[src/rtl/sdram_port_arbiter.sv]
// Round-robin arbiter sharing the SDRAM command path
// between one write and one read requester.
module sdram_port_arbiter #(
  parameter int ASIZE   = 23,
  parameter int GAP     = 4,
  parameter int TIMEOUT = 1023
) (
  input  logic             CLK,
  input  logic             RESET_N,
  input  logic             INIT_REQ,
  input  logic             REF_REQ,
  input  logic             CMD_ACK,
  input  logic             WR_REQ,
  input  logic [ASIZE-1:0] WR_ADDR,
  output logic             WR_ACK,
  input  logic             RD_REQ,
  input  logic [ASIZE-1:0] RD_ADDR,
  output logic             RD_ACK,
  input  logic             ERR_CLR,
  output logic [2:0]       CMD,
  output logic [ASIZE-1:0] ADDR,
  output logic             BUSY,
  output logic             TIMEOUT_ERR
);

  typedef enum logic [1:0] {
    S_IDLE,
    S_ISSUE,
    S_GAP
  } state_t;

  localparam int GAPL = (GAP < 1) ? 1 : GAP;
  localparam int GW   = $clog2(GAPL + 1);

  localparam logic [2:0] C_NOP = 3'b000;
  localparam logic [2:0] C_RD  = 3'b001;
  localparam logic [2:0] C_WR  = 3'b010;

  localparam logic [15:0]   TO_LAST  = 16'(TIMEOUT - 1);
  localparam logic [GW-1:0] GAP_LOAD = GW'(GAPL);
  localparam logic [GW-1:0] GAP_ONE  = GW'(1);

  state_t           state_q, state_d;
  logic [2:0]       cmd_q, cmd_d;
  logic [ASIZE-1:0] addr_q, addr_d;
  logic             wr_ack_q, wr_ack_d;
  logic             rd_ack_q, rd_ack_d;
  logic             busy_q;
  logic             err_q, err_d;
  logic             last_wr_q, last_wr_d;
  logic [15:0]      to_q, to_d;
  logic [GW-1:0]    gap_q, gap_d;

  logic hold;
  logic idle_go;
  logic pick_rd;
  logic abort;
  logic acked;
  logic tmo;
  logic gap_done;

  // Shared decisions for both FSM combinational processes
  always_comb begin
    hold     = INIT_REQ | REF_REQ;
    idle_go  = (state_q == S_IDLE) && !hold
               && (WR_REQ || RD_REQ);
    pick_rd  = RD_REQ && (!WR_REQ || last_wr_q);
    abort    = (state_q == S_ISSUE) && INIT_REQ;
    acked    = (state_q == S_ISSUE) && !INIT_REQ
               && CMD_ACK;
    tmo      = (state_q == S_ISSUE) && !INIT_REQ
               && !CMD_ACK && (to_q == TO_LAST);
    gap_done = (state_q == S_GAP) && (gap_q == GAP_ONE);
  end

  // State register
  always_ff @(posedge CLK or negedge RESET_N) begin
    if (!RESET_N) begin
      state_q <= S_IDLE;
    end else begin
      state_q <= state_d;
    end
  end

  // Next-state logic
  always_comb begin
    state_d = state_q;
    unique case (1'b1)
      idle_go:       state_d = S_ISSUE;
      abort:         state_d = S_IDLE;
      acked || tmo:  state_d = S_GAP;
      gap_done:      state_d = S_IDLE;
      default:       state_d = state_q;
    endcase
  end

  // Next values of the registered outputs and counters
  always_comb begin
    cmd_d     = cmd_q;
    addr_d    = addr_q;
    wr_ack_d  = 1'b0;
    rd_ack_d  = 1'b0;
    last_wr_d = last_wr_q;
    to_d      = to_q;
    gap_d     = gap_q;
    err_d     = tmo ? 1'b1 : (ERR_CLR ? 1'b0 : err_q);
    unique case (state_q)
      S_IDLE: begin
        if (idle_go) begin
          cmd_d     = pick_rd ? C_RD : C_WR;
          addr_d    = pick_rd ? RD_ADDR : WR_ADDR;
          last_wr_d = !pick_rd;
          to_d      = '0;
        end
      end
      S_ISSUE: begin
        if (abort) begin
          cmd_d = C_NOP;
        end else if (acked) begin
          cmd_d    = C_NOP;
          wr_ack_d = (cmd_q == C_WR);
          rd_ack_d = (cmd_q == C_RD);
          gap_d    = GAP_LOAD;
        end else if (tmo) begin
          cmd_d = C_NOP;
          gap_d = GAP_LOAD;
        end else begin
          to_d = to_q + 16'd1;
        end
      end
      S_GAP: begin
        if (!gap_done) begin
          gap_d = gap_q - GAP_ONE;
        end
      end
      default: begin
        cmd_d = C_NOP;
      end
    endcase
  end

  // Output and counter registers
  always_ff @(posedge CLK or negedge RESET_N) begin
    if (!RESET_N) begin
      cmd_q     <= C_NOP;
      addr_q    <= '0;
      wr_ack_q  <= 1'b0;
      rd_ack_q  <= 1'b0;
      busy_q    <= 1'b0;
      err_q     <= 1'b0;
      last_wr_q <= 1'b1;
      to_q      <= '0;
      gap_q     <= '0;
    end else begin
      cmd_q     <= cmd_d;
      addr_q    <= addr_d;
      wr_ack_q  <= wr_ack_d;
      rd_ack_q  <= rd_ack_d;
      busy_q    <= (state_d != S_IDLE);
      err_q     <= err_d;
      last_wr_q <= last_wr_d;
      to_q      <= to_d;
      gap_q     <= gap_d;
    end
  end

  assign CMD         = cmd_q;
  assign ADDR        = addr_q;
  assign WR_ACK      = wr_ack_q;
  assign RD_ACK      = rd_ack_q;
  assign BUSY        = busy_q;
  assign TIMEOUT_ERR = err_q;

endmodule

[config.mk]
export PLATFORM = sky130hd
export DESIGN_NAME = sdram_port_arbiter
export DESIGN_NICKNAME = d
export VERILOG_FILES = /design/src/rtl/sdram_port_arbiter.sv
export SDC_FILE = /design/constraint.sdc
export NUM_CORES = 1
export LEC_CHECK = 0
export ABC_AREA = 0
export CAP_MARGIN = 25
export CORE_MARGIN = 10
export CORE_UTILIZATION = 39
export CTS_CLUSTER_DIAMETER = 50
export CTS_CLUSTER_SIZE = 24
export DETAILED_ROUTE_END_ITERATION = 10
export PLACE_DENSITY_LB_ADDON = 0.3
export SLEW_MARGIN = 10
export SYNTH_ARGS = -nofsm -noshare
export SYNTH_HDL_FRONTEND = slang
export SYNTH_SLANG_ARGS = --single-unit
export TNS_END_PERCENT = 100
[constraint.sdc]
create_clock -name CLK -period 2.2 [get_ports CLK]
set_input_delay 0.44 -clock CLK [delete_from_list [all_inputs] [get_ports CLK]]
set_output_delay 0.44 -clock CLK [all_outputs]
set_load 0.05 [all_outputs]
# [After elaboration in Yosys (flattened, before gate mapping)]
# Cells that the tools add are included.
[totals] regBits=52 input_bits=54 out_inout_bits=30
[op_classes] n_addsub=2 n_eq_ne=13 mux=26 bitwise_logic=2 reduce_logical=27
[ops] op="two-way mux 16 bit" count=4
[ops] op="case mux 16 bit (2 select lines)" count=1
[ops] op="two-way mux 3 bit" count=8
[ops] op="two-way mux 23 bit" count=1
[ops] op="adder 16 x 1 -> 16 bit (second input constant)" count=1
[ops] op="equality test 16 x 10 -> 1 bit (second input constant)" count=1
[ops] op="inequality test 2 bit (second input constant)" count=5
[ops] op="logical AND 1 bit" count=9
[ops] op="case mux 3 bit (3 select lines)" count=1
[ops] op="two-way mux 1 bit" count=8
[ops] op="nonzero test 2 bit" count=4
[ops] op="equality test 3 x 1 -> 1 bit (second input constant)" count=2
[ops] op="case mux 2 bit (3 select lines)" count=1
[ops] op="case mux 3 bit (2 select lines)" count=1
[ops] op="zero test 1 bit" count=5
[ops] op="AND reduction 5 bit" count=1
[ops] op="inequality test 4 bit (second input constant)" count=1
[ops] op="AND reduction 4 bit" count=1
[ops] op="equality test 3 x 2 -> 1 bit (second input constant)" count=1
[ops] op="logical OR 1 bit" count=3
[ops] op="inequality test 3 bit (second input constant)" count=1
[ops] op="AND reduction 3 bit" count=1
[ops] op="subtractor 3 x 1 -> 3 bit (second input constant)" count=1
[ops] op="equality test 2 x 1 -> 1 bit (second input constant)" count=1
[ops] op="7 further kinds" count=7

# [Depth between registers and ports, before layout]
# Gate-level depths: netlist (run 1).
[logic_depth] word_depth=8 depth_mapped=8 ltp_nobuf=7

# [Worst setup path before layout (run 1)]
# Ideal clock, no wire load.
[synth_path] path_kind="register to register" startpoint="reg to_q[0]" endpoint="reg to_q[5]" setup_time_ns=0.132 arrival_time_ns=1.856 required_ns=2.068 path_slack_ns=0.213 path_stages_with_launch=9 path_buffers=1 synth_period_minus_slack_ns=1.987 cell_sequence="dfrtp_1 -> inv_1 -> ha_1 -> or4b_4 -> nor4_4 -> buf_6 -> nand3b_2 -> xnor2_1 -> nor2_1"
[synth_between] elab_chain_cells=5 elab_cells_between_ends=9
[synth_lines] element="from (decl)" line="51" source="logic [15:0] to_q, to_d;"
[synth_lines] element="from (signal assigned)" line="162" source="to_q <= to_d;"
[synth_lines] element="adder 16 x 1 -> 16 bit" line="128" source="to_d = to_q + 16'd1;"
[synth_lines] element="two-way mux 16 bit" line="124" source="end else if (tmo) begin"
[synth_lines] element="two-way mux 16 bit" line="119" source="end else if (acked) begin"
[synth_lines] element="two-way mux 16 bit" line="117" source="if (abort) begin"
[synth_lines] element="case mux 16 bit (2 select lines)" line="107" source="unique case (state_q)"
# Parallel ways exist; a longest one is shown, timed or not. The select of a mux whose other input is x is not followed.
# A chain may end at the register's enable or synchronous reset.

# [Worst setup path in the final report (run 1)]
[layout_path] startpoint="reg cmd_q[1] (netlist: CMD[1])" endpoint="out CMD[1]"
[layout_lines] element="from (decl)" line="44" source="logic [2:0] cmd_q, cmd_d;"
[layout_lines] element="from (signal assigned)" line="155" source="cmd_q <= cmd_d;"
[layout_lines] element="to (decl)" line="20" source="output logic [2:0] CMD,"
# No word-level cell between the ends.

==> results of run 1 <==
cell families after synthesis:
kind of cell,after synthesis,share of synthesized area (%)
simple gates,86,17.7
other cells,1,0.147
fa+ha+maj,4,1.96
flops,51,50.1
mux,24,9.42
compound gates,65,15.2
buf+inv,22,3.83
xor+xnor,5,1.72
final timing paths:
check                         start        end  slack [ns]  cells past startpoint
min reg2reg                ADDR[19]   ADDR[19]        0.48                      2
min                         RESET_N   gap_q[2]        0.06                      1
max                          CMD[1]     CMD[1]        0.22                      1
min in group CLK           ADDR[19]   ADDR[19]        0.48                      2
max in group asynchronous   RESET_N  last_wr_q        1.46                      2
max reg2reg                 to_q[0]   gap_q[2]        0.24                      8
where the power goes:
group	internal, W	switching, W	total, W	leakage (nW)
registers	0.00124	0.000206	0.00145	0.659
logic	0.000762	0.00134	0.00210	0.930
clock network	0.000334	0.000300	0.000633	0.0513
total	0.00234	0.00185	0.00419	1.64
flip-flops by register name, indices dropped and copies added (netlist names):
register and cells:
ADDR 23, BUSY 1, CMD 2, RD_ACK 1, TIMEOUT_ERR 1, WR_ACK 1
gap_q 3, last_wr_q 1, state_q 2, to_q 16
stage by stage:
| step | instances | hold slack [ns] | utilization (%) |
|---|---|---|---|
| after detailed placement | 419 | 0.403 | 56.2 |
| after floorplan | 258 | 0.144 | - |
| after global routing | 426 | 0.0779 | 57.8 |
| final | 426 | 0.0648 | 57.8 |
| after CTS | 426 | 0.0713 | 57.8 |
| after global placement | 419 | 0.396 | 56.2 |
cells in the mapped netlist (all sizes together), types with 3 or more instances:
cell / n
dfrtp: 50
o21ai: 42
nand2: 34
mux2i: 24
nor2: 16
nand3: 9
clkbuf: 8
inv: 8
buf: 6
nand4: 5
xnor2: 5
a21oi: 4
ha: 4
a41oi: 3
nand2b: 3
nor3: 3
nor3b: 3
nor4: 3
o211a: 3
o31ai: 3
final cells by class:
type / instances / area, um^2
Multi-Input combinational cell: 185 / 1190
Clock inverter: 1 / 30.0
Tap cell: 77 / 96.3
Sequential cell: 51 / 1280
Timing Repair Buffer: 98 / 973
Fill cell: 578 / 2680
Clock buffer: 6 / 72.6
Inverter: 8 / 30.0
metal layers:
layer  track usage, %  up-vias  part of all wire, %
met3             7.96        3                   12
met1             15.0     1007                   42
li1                 -     1100                    -
met5                0        -                    0
met4             2.50        0                 0.48
met2             20.2       67                   45
==> results.md, run 1 <==
* Mapped Nets at 316
* DIE WIDTH at slightly above 100 um
* #FFs+latches synth at between 50 and 60
* Post-CTS Hold Buffers at 0
* DRC Markers at 0
* Lkg Pwr at 1.64 nW
* RSZ-0062 raised after global routing: false
* First-pass GRT wire length at between 10000 and 15000 um
* Final Hold Vio Count at 0
* Synth-to-Final Area Change at 43.9%
* CP Cell Sequence: clkdlybuf4s50_1
* Via count at about 2200
* Drt initial violations at 72
* Largest net degree at the start of global routing at 40
* Peak VDD IR at roughly 0.65 mV
* Buf/Inv on CP at 1
* Die Area at a little over 10000 um^2
* Critical Path Fanout Max at 4
* Drt first pass iters at 4
* # IOs at 84
* GRT overflow at 0
* Total power at 0.00419 W
* Top cells by area, synth: dfrtp_1, mux2i_1, o21ai_0, nand2_1, nor2_1
* Rows at 29
* Cells after Synth at around 260
* Max cap viols at 0
* Commonest non-fill, non-tap cell in the layout: clkdlybuf4s50_1
* I/O Buffers at 82
* Sequential fraction of the synthesis area at around 50%
* Die Height at ~100 um
* Top_reg_cell synth: dfrtp_1
* Min Clock Period, post-route at between 1.5 and 2 ns
* Drt total wl at between 6000 and 7000 um
* Worst slew margin at 64.1%
* H-tree depth at 2
* Dominant cell type by area after synthesis: dfrtp_1
* Critical path's largest stage delay at around 0.84 ns
* Core Region at around 6300 um^2
* Max-slew violations at 0
* Total GRT Usage at between 10% and 20%
* Syn. warnings at 0
* Post-route cell area at approximately 3700 um^2
* Initial antenna violation count at 0
* Clock Sinks at 51
* Post-cts sizing count at 0
* Worst Max-Slew Pin Slew at 0.537 ns
* EDFF count, synth at 0
* CP Class: register to output port
* CP endpoint kind: output port
* CP startpoint kind: register
* Top cell family by delay on the critical path: buffers and inverters
* NumNets Final at slightly above 400
* Worst min path class: primary input to async pin
* Avg WL per Cell at ~15 um
* Root buffer cell: clkbuf_8
* Fmax achieved at 505 MHz
* Synth Cell Area at between 2000 and 3000 um^2
* Setup ws final at about 0.22 ns
* Initial Util at roughly two fifths
* Vias/cell at slightly above 5
* Synth unique cells at 43
* Most frequent cells in the layout: clkdlybuf4s50_1, dfrtp_1, o21ai_0
* Critical Path RT at ~1.8 ns
* CTS buffer count at 5
* DP Area at 3570 um^2
* Clk_skew at just under 0.006 ns
* Setup TNS at 0 ns
* Setup Buffers After CTS at 0
* Vias in the first global route at between 2000 and 2500
* Antenna viol nets, final at 0
* Share of layout cells above drive strength 1 at under 10%
* Place WS at between 0.06 and 0.07 ns
* Routability cong. at 0.859
* FFs w/ async S/R, synth at between 90% and 100%
* Setup violations, final at 0
* Outcome: finished clean
* TritonCTS clock tree: built
* Top cell type's share of synthesized area at 49.0%
* Crit-path slowest cell: clkdlybuf4s50_1
* Clock slew at reported path FFs at roughly 0.09 ns
* Post-route clock period utilization at about 90%
* Avg Cell Area, Syn at roughly 10 um^2
* Clock Latency Late Sink at about 0.3 ns
* Detailed Place HPWL at about 5100 um
* Max Root-Sink Buffers at 2
* Diodes inserted at 0
* Pwr Density at roughly 1100 nW/um^2
* Critical Path AT at 1.54 ns
No activity file was read; power rests on OpenSTA's default activity.
==> run 2: changes to the inputs <==
Settings changed: PLACE_DENSITY set to 0.81, PLACE_DENSITY_LB_ADDON 0.3 to unset.
==> results.md, run 2 (synthesized netlist as in run 1, its figures left out) <==
* Outcome: finished clean
* Worst reg2reg startpoint: to_q[0]
* Clock Latency Late Sink at 0.29 ns (about the same)
* Switching power at 0.00184 W (-0.59%)
* # IOs at 84 (unchanged)
* Peak VDD IR at 0.824 mV (+27%)
* CP endpoint kind: output port
* Combinational Power Share at 51.6% (+1.4 points)
* RSZ-0062 raised after global routing: false
* Clock Sinks at 51 (unchanged)
* Vias in the first global route at 2334 (+0.43%)
* Antenna viol nets, final at 0 (unchanged)
* Most frequent cells in the layout: clkdlybuf4s50_1, dfrtp_1, o21ai_0
* Critical Path Fanout Max at 4 (unchanged)
* Worst slew margin at 63.7% (-0.33 points)
* Die Area at 10200 um^2 (unchanged)
* Length in cells of the worst reg-to-reg path at 8 (unchanged)
* DRC Markers at 0 (unchanged)
* Clock slew at reported path FFs at 0.09 ns (about the same)
* Initial antenna violation count at 0 (unchanged)
* Rows at 29 (unchanged)
* Max reg flops at 23 (unchanged)
* CP Class: register to output port
* Setup TNS at 0 ns (unchanged)
* Max cap viols at 0 (unchanged)
* Core Region at 6350 um^2 (unchanged)
* Diodes inserted at 0 (unchanged)
* Top cell family by delay on the critical path: buffers and inverters
* Vias/cell at 5.20 (+1.7%)
* Crit. Startpoint: CMD[1]
* Internal at 0.00224 W (-4.5%)
* Share of layout cells above drive strength 1 at 8.29% (-0.31 points)
* Synth-to-Final Area Change at 43.2%
* Critical Path End: CMD[1]
* Setup Buffers After CTS at 0 (unchanged)
* Sequential share of power at 35.7% (+1.1 points)
* Total GRT Usage at 13.2% (+0.15 points)
* Min Clock Period, post-route at 1.98 ns (+0.00406 ns)
* Clk network pwr share at 12.7% (-2.4 points)
* GRT overflow at 0 (unchanged)
* Routability cong. at 0.901 (+4.8%)
* Critical Path RT at 1.76 ns (about the same)
* Worst min path class: primary input to async pin
* R2R Setup Slk at 0.23 ns (about the same)
* Avg WL per Cell at 15.3 um (+1.5%)
* Commonest non-fill, non-tap cell in the layout: clkdlybuf4s50_1
* Crit path depth at 1 (unchanged)
* Post-route clock period utilization at 90.2% (+0.18 points)
* TritonCTS clock tree: built
* Buf/Inv on CP at 1 (unchanged)
* Critical Path AT at 1.54 ns (about the same)
* Drt total wl at 6530 um (+1.8%)
* Clk_skew at 0.00936 ns (+0.00342 ns)
* Root buffer cell: clkbuf_8
* Total power at 0.00407 W (-2.8%)
* Sw Share at 45.1% (+1.0 points)
* Pwr Density at 1110 nW/um^2 (-2.3%)
* Post-CTS Hold Buffers at 0 (unchanged)
* I/O Buffers at 82 (unchanged)
* Initial Util at 40.2% (unchanged)
* Lkg Pwr at 1.63 nW (-0.49%)
* CTS buffer count at 5 (unchanged)
* CP Cell Sequence: clkdlybuf4s50_1
* Drt initial violations at 73 (+1.4%)
* H-tree depth at 2 (unchanged)
* Max-slew violations at 0 (unchanged)
* Critical path's largest stage delay at 0.83 ns (about the same)
* First-pass GRT wire length at 11000 um (+2.1%)
* Fmax achieved at 504 MHz (-0.20%)
* Die Height at 101 um (unchanged)
* Crit-path slowest cell: clkdlybuf4s50_1
* DIE WIDTH at 101 um (unchanged)
* Drt first pass iters at 4 (unchanged)
* Max Root-Sink Buffers at 2 (unchanged)
* Detailed Place HPWL at 5120 um (+0.50%)
* Largest net degree at the start of global routing at 52 (+30%)
* NumNets Final at 407 (unchanged)
* Worst r2r dst: to_q[8]
* Worst Max-Slew Pin Slew at 0.542 ns (+0.00499 ns)
* CP startpoint kind: register
* Setup violations, final at 0 (unchanged)
* Via count at 2220 (+2.0%)
* Final Hold Vio Count at 0 (unchanged)
run 2: cell types whose count changed in the layout (fill, tap and decap cells not counted):
cell	change
o21ai_1	+1
buf_4	-1
clkbuf_1	+2
buf_6	+1
bufinv_16	-1
o21ai_0	-1
run 2: worst min path at each step:
stage	startpoint	endpoint	slack, ns	cells past startpoint
2_1_floorplan	RESET_N	ADDR[0]	0.14	0
3_3_place_gp	RESET_N	to_q[7]	0.45	2
3_5_place_dp	RESET_N	BUSY	0.45	2
4_1_cts	RESET_N	gap_q[2]	0.13	2
5_1_grt	RESET_N	to_q[7]	0.12	2
6_report	RESET_N	state_q[1]	0.11	2
run 2: per-layer routing:
layer  routed length (um)  GRT usage (%)  vias to the layer above
met4                   51           3.80                        0
li1                     -              -                     1101
met2                 3140           21.5                       74
met3                  630           6.24                        4
met1                 2700           15.0                     1041
met5                    0              0                        -
run 2: layout make-up:
| cell class | instances | area, um^2 |
|---|---|---|
| clock buffer | 8 | 80.1 |
| multi-input combinational | 185 | 1190 |
| tap | 77 | 96.3 |
| timing repair buffer | 98 | 977 |
| sequential | 51 | 1280 |
| inverter | 8 | 30.0 |
| fill | 576 | 2700 |
run 2: repair_timing:
| item | in CTS | in global routing |
|---|---|---|
| setup endpoints to repair | 0 | 11 |
| hold endpoints to repair | 0 | 0 |
| resized for setup | 0 | 2 |
run 2: stage by stage:
stage	util, %	setup WS (ns)	area (um^2)	std cells	hold slack, ns
finish	57.5	0.216	3650	427	0.111
global route	57.5	0.0804	3650	427	0.122
CTS	57.5	0.0464	3650	427	0.128
detailed placement	56.2	0.0190	3570	419	0.453
global placement	56.2	0.130	3570	419	0.451
floorplan	-	0.213	2550	258	0.144
run 2: power groups by stage:
stage | combinational [W] | sequential [W] | clock (W)
after floorplan | 0.000553 | 0.00222 | 0
after detailed placement | 0.00212 | 0.00147 | 0
after CTS | 0.00213 | 0.00145 | 0.000536
after global placement | 0.00209 | 0.00146 | 0
final | 0.00210 | 0.00145 | 0.000516
after global routing | 0.00227 | 0.00150 | 0.000569
==> run 3: changes to the inputs <==
Settings changed: CTS_BUF_LIST set to sky130_fd_sc_hd__clkbuf_16, CTS_CLUSTER_DIAMETER 50 to unset, PLACE_DENSITY 0.81 to 0.75.
==> results.md, run 3 (synthesized netlist as in run 1, its figures left out) <==
* Final Hold Vio Count at 0 (unchanged)
* TritonCTS clock tree: built
* Critical Path Fanout Max at 7 (+3)
* Drt first pass iters at 4 (unchanged)
* Combinational Power Share at 47.4% (-4.2 points)
* CTS buffer count at 5 (unchanged)
* CP Cell Sequence: ha_1 > or4b_4 > nor4_4 > buf_4 > o21ai_0 > a21oi_1 > o22a_1
* Critical Path RT at 2.43 ns (+0.67 ns)
* Die Height at 101 um (unchanged)
* Sequential share of power at 33.2% (-2.5 points)
* Diodes inserted at 0 (unchanged)
* Vias in the first global route at 2273 (-2.6%)
* Crit-path slowest cell: or4b_4
* Clk network pwr share at 19.4% (+6.7 points)
* Total GRT Usage at 13.0% (-0.21 points)
* Synth-to-Final Area Change at 45.8%
* Routability cong. at 0.874 (-2.9%)
* Commonest non-fill, non-tap cell in the layout: clkdlybuf4s50_1
* Sw Share at 42.5% (-2.6 points)
* CP Class: register to register
* Post-CTS Hold Buffers at 0 (unchanged)
* Vias/cell at 5.16 (-0.67%)
* Non-Filler Instances at 426 (-0.23%)
* Initial Util at 40.2% (unchanged)
* Drt initial violations at 68 (-6.8%)
* Max cap viols at 0 (unchanged)
* Min Clock Period, post-route at 1.97 ns (-0.0177 ns)
* Worst slew margin at 64.4% (+0.62 points)
* Hold_ws at 0.0694 ns (-0.0420 ns)
* Clock slew at reported path FFs at 0.07 ns (-0.02 ns)
* H-tree depth at 2 (unchanged)
* First-pass GRT wire length at 11000 um (-0.81%)
* Setup Buffers After CTS at 0 (unchanged)
* Worst min path class: primary input to async pin
* Worst Max-Slew Pin Slew at 0.533 ns (-0.00929 ns)
* Fillers at 556 (-3.5%)
* Avg WL per Cell at 15.3 um (about the same)
* Post-cts sizing count at 0 (unchanged)
* Internal at 0.00253 W (+13%)
* Buf/Inv on CP at 1 (unchanged)
* Setup TNS at 0 ns (unchanged)
* Fmax achieved at 509 MHz (+0.90%)
* Drt total wl at 6510 um (-0.25%)
* Detailed Place HPWL at 5100 um (-0.44%)
* Post-route clock period utilization at 89.4% (-0.80 points)
* Switching power at 0.00188 W (+2.2%)
* NumNets Final at 406 (-0.25%)
* Largest net degree at the start of global routing at 36 (-31%)
* Clock Latency Late Sink at 0.29 ns (about the same)
* DIE WIDTH at 101 um (unchanged)
* Max reg flops at 23 (unchanged)
* Via count at 2200 (-0.90%)
* Pwr Density at 1190 nW/um^2 (+6.4%)
* Layout Utilization at 58.6% (+1.0 points)
* Clock Sinks at 51 (unchanged)
* RSZ-0062 raised after global routing: false
* Root buffer cell: clkbuf_16
* Total power at 0.00441 W (+8.3%)
* CP startpoint kind: register
* Core Region at 6350 um^2 (unchanged)
* Share of layout cells above drive strength 1 at 8.31% (+0.024 points)
* Initial antenna violation count at 0 (unchanged)
* Worst reg2reg startpoint: to_q[1]
* Critical path's largest stage delay at 0.47 ns (-0.36 ns)
* # placed instances at 418 (-0.24%)
* Clk_skew at 0.00702 ns (-0.00235 ns)
* Critical Path AT at 2.20 ns (+0.66 ns)
* Length in cells of the worst reg-to-reg path at 7 (-1)
* Max-slew violations at 0 (unchanged)
* Outcome: finished clean
* DRC Markers at 0 (unchanged)
* Most frequent cells in the layout: clkdlybuf4s50_1, dfrtp_1, o21ai_0
* CP endpoint kind: register
* GRT overflow at 0 (unchanged)
* Antenna viol nets, final at 0 (unchanged)
* R2R Setup Slk at 0.23 ns (about the same)
* Lkg Pwr at 1.67 nW (+2.1%)
* Top cell family by delay on the critical path: simple AND/OR/NAND/NOR gates
* Setup violations, final at 0 (unchanged)
* Multi-input logic area at 1200 um^2 (+0.63%)
* Worst r2r dst: gap_q[2]
* Rows at 29 (unchanged)
* Max Root-Sink Buffers at 2 (unchanged)
* # IOs at 84 (unchanged)
* Die Area at 10200 um^2 (unchanged)
* FF+latch area at 1280 um^2 (unchanged)
* Peak VDD IR at 0.588 mV (-29%)
* I/O Buffers at 82 (unchanged)
run 3: cell types whose count changed in the layout (fill, tap and decap cells not counted):
cell	change
buf_12	-1
clkbuf_1	-3
o21ai_4	+1
o21ai_0	+1
buf_4	+1
buf_6	-1
bufinv_16	+1
o21ai_1	-1
clkbuf_16	+5
o21ai_2	-1
clkbuf_8	-5
inv_1	+2
run 3: power groups by stage:
stage	Combinational (W)	Clock, W	Sequential (W)
after CTS	0.00212	0.000876	0.00146
after global routing	0.00226	0.000908	0.00151
final	0.00209	0.000857	0.00146
after detailed placement	0.00212	0	0.00148
after global placement	0.00209	0	0.00146
after floorplan	0.000553	0	0.00222
run 3: final cells by class:
class	count	area share (%)
Timing Repair Buffer	97	25.6
Clock buffer	5	3.36
Multi-Input combinational cell	185	32.2
Inverter	8	0.808
Clock inverter	3	1.01
Tap cell	77	2.59
Sequential cell	51	34.4
run 3: per-stage QoR:
stage,instance area (um^2),setup slack [ns]
5_1_grt,3720,0.0575
3_5_place_dp,3560,0.00935
6_report,3720,0.234
4_1_cts,3720,0.0801
2_1_floorplan,2550,0.213
3_3_place_gp,3560,0.105
run 3: worst max path at each step:
stage                     startpoint       end  slack [ns]  depth (start not counted)
after detailed placement    INIT_REQ   to_q[6]       0.009                          5
after global placement       to_q[0]  gap_q[2]        0.11                          8
final                        to_q[1]  gap_q[2]        0.23                          7
after CTS                    to_q[0]  gap_q[2]        0.08                          8
after global routing        INIT_REQ   to_q[8]        0.06                          5
after floorplan              to_q[0]   to_q[5]        0.21                          8
run 3: routing by layer:
metal  global-route usage, %  vias to the layer above  part of all wire [%]
li1                        -                     1098                     -
met1                    15.0                     1033                    41
met2                    21.2                       64                    48
met3                    6.38                        5                   9.5
met4                    2.72                        0                  0.65
met5                       0                        -                     0
